[src/rtl/comb_agc_sequencer.sv]
// AGC loop sequencer: runs IDLE -> ACQ -> TRACK from the windowed error of two channels, timing out acquisition.
// Registered state, flags and pulses; the gain outputs are selected by the registered state.
module comb_agc_sequencer #(
    parameter int DWELL_W = 16
) (
    input  logic               clk,
    input  logic               reset,
    input  logic               clkEn,
    input  logic               enable,
    input  logic [11:0]        signalLevel0,
    input  logic [11:0]        signalLevel1,
    input  logic [7:0]         agcSetpoint,
    input  logic [4:0]         acqPosGain,
    input  logic [4:0]         acqNegGain,
    input  logic [4:0]         trkPosGain,
    input  logic [4:0]         trkNegGain,
    input  logic [DWELL_W-1:0] acqDwell,
    input  logic [11:0]        lockThreshold,
    input  logic [7:0]         lockCount,
    output logic [4:0]         posErrorGain,
    output logic [4:0]         negErrorGain,
    output logic               zeroError,
    output logic [1:0]         state,
    output logic               locked,
    output logic               acqTimeout,
    output logic               lockLost
);

    typedef enum logic [1:0] {
        S_IDLE  = 2'd0,
        S_ACQ   = 2'd1,
        S_TRACK = 2'd2
    } state_t;

    state_t             cur_state, nxt_state;
    logic [DWELL_W-1:0] dwell_q, dwell_d;
    logic [7:0]         run_q, run_d, run_sat, lock_m1;
    logic               zero_d, locked_d, timeout_d, lost_d;
    logic signed [12:0] err0, err1;
    logic [12:0]        mag0, mag1, thr, thr2;
    logic               in_win, out_win;

    // Both error terms are computed at 13 bits so the full 12-bit range survives the subtraction.
    assign err0    = $signed({1'b0, signalLevel0}) - $signed({1'b0, agcSetpoint, 4'b0000});
    assign err1    = $signed({1'b0, signalLevel1}) - $signed({1'b0, agcSetpoint, 4'b0000});
    assign mag0    = err0[12] ? 13'(-err0) : 13'(err0);
    assign mag1    = err1[12] ? 13'(-err1) : 13'(err1);
    assign thr     = {1'b0, lockThreshold};
    assign thr2    = {lockThreshold, 1'b0};
    assign in_win  = (mag0 <= thr) && (mag1 <= thr);
    assign out_win = (mag0 > thr2) || (mag1 > thr2);
    assign lock_m1 = (lockCount == 8'd0) ? 8'd0 : lockCount - 8'd1;
    assign run_sat = (run_q == 8'hFF) ? run_q : run_q + 8'd1;

    always_ff @(posedge clk or posedge reset) begin
        if (reset) begin
            cur_state  <= S_IDLE;
            dwell_q    <= '0;
            run_q      <= '0;
            zeroError  <= 1'b1;
            locked     <= 1'b0;
            acqTimeout <= 1'b0;
            lockLost   <= 1'b0;
        end else begin
            cur_state  <= nxt_state;
            dwell_q    <= dwell_d;
            run_q      <= run_d;
            zeroError  <= zero_d;
            locked     <= locked_d;
            acqTimeout <= timeout_d;
            lockLost   <= lost_d;
        end
    end

    always_comb begin
        nxt_state = cur_state;
        dwell_d   = dwell_q;
        run_d     = run_q;
        timeout_d = 1'b0;
        lost_d    = 1'b0;
        if (!enable) begin
            nxt_state = S_IDLE;
            dwell_d   = '0;
            run_d     = '0;
        end else begin
            case (cur_state)
                S_IDLE: begin
                    nxt_state = S_ACQ;
                    dwell_d   = acqDwell;
                    run_d     = '0;
                end
                S_ACQ: if (clkEn) begin
                    if (in_win && run_q == lock_m1) begin
                        nxt_state = S_TRACK;
                        run_d     = '0;
                    end else begin
                        run_d = in_win ? run_sat : 8'd0;
                        // A zero dwell never counts down, so it never expires.
                        if (dwell_q == DWELL_W'(1)) begin
                            timeout_d = 1'b1;
                            dwell_d   = acqDwell;
                        end else if (dwell_q != '0) begin
                            dwell_d = dwell_q - DWELL_W'(1);
                        end
                    end
                end
                S_TRACK: if (clkEn) begin
                    if (out_win && run_q == lock_m1) begin
                        nxt_state = S_ACQ;
                        run_d     = '0;
                        dwell_d   = acqDwell;
                        lost_d    = 1'b1;
                    end else begin
                        run_d = out_win ? run_sat : 8'd0;
                    end
                end
                default: nxt_state = S_IDLE;
            endcase
        end
        zero_d   = (nxt_state == S_IDLE);
        locked_d = (nxt_state == S_TRACK);
    end

    always_comb begin
        state        = cur_state;
        posErrorGain = (cur_state == S_TRACK) ? trkPosGain : acqPosGain;
        negErrorGain = (cur_state == S_TRACK) ? trkNegGain : acqNegGain;
    end

endmodule

[config.mk]
export PLATFORM = sky130hd
export DESIGN_NAME = comb_agc_sequencer
export DESIGN_NICKNAME = d
export VERILOG_FILES = /design/src/rtl/comb_agc_sequencer.sv
export SDC_FILE = /design/constraint.sdc
export NUM_CORES = 1
export LEC_CHECK = 0
export ABC_CLOCK_PERIOD_IN_PS = 2900
export CAP_MARGIN = 20
export CORE_MARGIN = 5
export CORE_UTILIZATION = 40
export DETAILED_ROUTE_END_ITERATION = 6
export PLACE_DENSITY = 0.77
export SYNTH_ARGS = -nofsm -noshare
export SYNTH_HDL_FRONTEND = slang
export SYNTH_SLANG_ARGS = --single-unit
export TNS_END_PERCENT = 50
[constraint.sdc]
create_clock -name clk -period 2.9 [get_ports clk]
set_clock_uncertainty 0.2 [all_clocks]
set_input_delay 0.58 -clock clk [delete_from_list [all_inputs] [get_ports clk]]
set_output_delay 0.58 -clock clk [all_outputs]
set_load 0.02 [all_outputs]
==> impl_metrics.toml <==
[clocking]
holdBufCountCts = 0
numCtsBuffers = 5
h-tree-depth = 2
cts_max_path_buffers = 2
clk_latency_ns = 0.28
clkTransAtPathRegs_ns = 0.05
root_buffer = "clkbuf_16"
clock-sinks = 30
cts_tree = "done"

[die]
rows = 40
fp.coreArea_um2 = 12100
initial_core_util_pct = 41.1
dieHeight_um = 121
die_w_um = 121
dieArea_um2 = 14700
ios = 108

[logic_synthesis]
ys_ff_latch = 30
netlist_top_cells_count = "74 x ha_1, 51 x inv_1, 43 x a21oi_1"
synth_top_area_share_pct = 18.7
syn-num-nets = 793
synth_seq_area_share_pct = 15.2
synth_top_cell_by_area = "ha_1"
synth_edf_count = 0
synth_ff_type = "dfrtp_1"
avgSynthCellArea_um2 = 7.94
ys_warn_count = 0
async_flop_share_pct = 100
synthCells = 625
netlist_area_um2 = 4960
synth.area.top_cells = "ha_1 19%, dfrtp_1 15%, a21oi_1 4.3%"
synth_cell_types = 73
yosysMostFrequentCell = "ha_1"

[finish]
finalNonFillerCells = 1054
fill_cells = 811
layout-drive-gt1-share_pct = 35.6
regArea_um2 = 752
final_util_pct = 70.7
antenna-diode-count = 0
multi_input_area_um2 = 4710
final_area_um2 = 8530
area_growth_pct = 72.0
fin_nets = 1053

[worst_setup_path]
critPathLaunchType = "input port"
end_kind = "flip-flop"
worstPathRequired_ns = 2.92
critPathSlowestCell = "or3_4"
cp_common_cell = "or3_4"
critPathArrivalTime_ns = 4.97
critPathKind = "input port to flip-flop"
crit_fanout = 4
crit_chain = "buf_6, inv_12, ha_4, inv_2, fa_2, xor2_2, or3_4, or3_4, buf_6, o41ai_4, xor2_1, buf_4, ha_4, a21oi_2, and3b_1, a21o_1, o211ai_4, or3_4, o211ai_1, buf_4, a31o_4"
max_stage_delay_ns = 0.43

[sta]
finalSetupTns_ns = -56.41
min_period_over_period_pct = 171
final_max_slew_viol_count = 0
timing.fmax_mhz = 202
setup_viol = 30
rsz0062_at_grt = "yes"
setup_ws_ns = -2.05
slew_headroom_pct = 61.1
finalHoldViolCount = 0
fin_crit_ns = 4.95
worst_pin_slew_ns = 0.578

[pwr]
power_density_nw_per_um2 = 409
leakagePower_nw = 3.77
ir_drop_mv = 0.277

[worst_hold_path]
hold_class = "flip-flop to flip-flop"

[detailed_routing]
drc = 0
drtIter0Drc = 391
firstDrtPassIters = 5
wire_per_inst_um = 18.2
wl_um = 19200
vias = 6170
antenna_left = 0
vias_per_cell = 5.85

[flow_run]
drv_cap = 0

[place]
dp_cells = 1022
portBuffers = 107
placedInstanceArea_um2 = 7340
gp_congestion = 0.942
dpl.hpwl_um = 13300

[global_routing]
grt_pass1_vias = 6437
grt_start_max_net_pins = 31
grt_pass1_wl_um = 30500
antenna_found_initial = 0
grt_usage_pct = 24.9
grt-ovfl-total = 0

[status]
status = "complete, but fails checks"
failed_checks = "negative setup slack"
## cell families (layout without fill, tap and decap cells)
kind of cell	Yosys count	after routing	share of synthesized area (%)
simple gates	212	214	23.7
compound gates	175	175	24.5
fa+ha+maj	76	76	19.5
buf+inv	75	334	6.10
xor+xnor	41	41	7.52
flops	30	30	15.2
mux	16	16	3.51
## worst max-delay path, delay by kind of cell
kind | cells | cell delay, ns
and+or+nand+nor | 4 | 1.31
AOI/OAI and AO/OA | 6 | 1.22
adders and majority gates | 3 | 0.73
buffers and inverters | 6 | 0.69
xor gates and xnor gates | 2 | 0.43
## placed cells by master (no fill, tap or decap), types with 14 or more instances in the layout
cell type          n
nand2_1           34
o21ai_0           23
inv_1             42
nor3_1            25
dfrtp_1           29
xnor2_1           18
nor2b_1           14
xor2_1            14
buf_4            151
a21oi_1           33
clkdlybuf4s50_1   95
nor2_1            33
ha_1              60
## state kept, by name, indices dropped and copies added (netlist names)
| signal | cells |
|---|---|
| acqTimeout | 1 |
| run_q | 8 |
| locked | 1 |
| dwell_q | 16 |
| state | 2 |
| lockLost | 1 |
| zeroError | 1 |
## routing by layer
metal | track usage [%] | wire [um] | vias to the layer above
met5 | 0 | 0 | -
met4 | 7.91 | 605 | 0
met3 | 3.45 | 1380 | 64
met2 | 48.3 | 10100 | 324
met1 | 27.6 | 7050 | 2919
li1 | - | - | 2863
## metrics by stage
step	setup WS, ns	hold WS, ns	power, mW
2_1_floorplan	-1.88	0.302	1.51
6_report	-2.05	0.370	3.49
3_3_place_gp	-2.75	0.331	2.19
5_1_grt	-2.17	0.395	3.69
4_1_cts	-1.90	0.337	3.24
3_5_place_dp	-2.93	0.358	2.26
## where the power goes
group / total [mW] / internal [mW] / switching, mW
Combinational: 2.29 / 1.16 / 1.14
Clock: 0.708 / 0.515 / 0.192
Sequential: 0.487 / 0.451 / 0.0361
## what timing repair did
action                     4_1_cts  5_1_grt
gates resized for setup        124       49
buffers inserted                13        7
gates cloned                     4        0
setup endpoints to repair       40       30
pin swaps                       54       49
## path summary, 6_finish.rpt
path | to | slack, ns | depth (start not counted) | from
min in group asynchronous | dwell_q[11] | 0.48 | 3 | reset
max in group asynchronous | zeroError | 1.70 | 3 | reset
min | dwell_q[15] | 0.37 | 2 | dwell_q[15]
max | zeroError | -2.05 | 21 | signalLevel1[4]
min reg2reg | dwell_q[15] | 0.37 | 2 | dwell_q[15]
max reg2reg | dwell_q[1] | -0.15 | 11 | dwell_q[8]
## final cells by class
class                           instances  area share [%]
Timing Repair Buffer                  275            28.7
Multi-Input combinational cell        522            55.2
Tap cell                              168            2.46
Clock inverter                          2           0.704
Clock buffer                            6            1.63
Inverter                               51            2.42
Sequential cell                        30            8.81
Power figures use the tool's default switching activity.
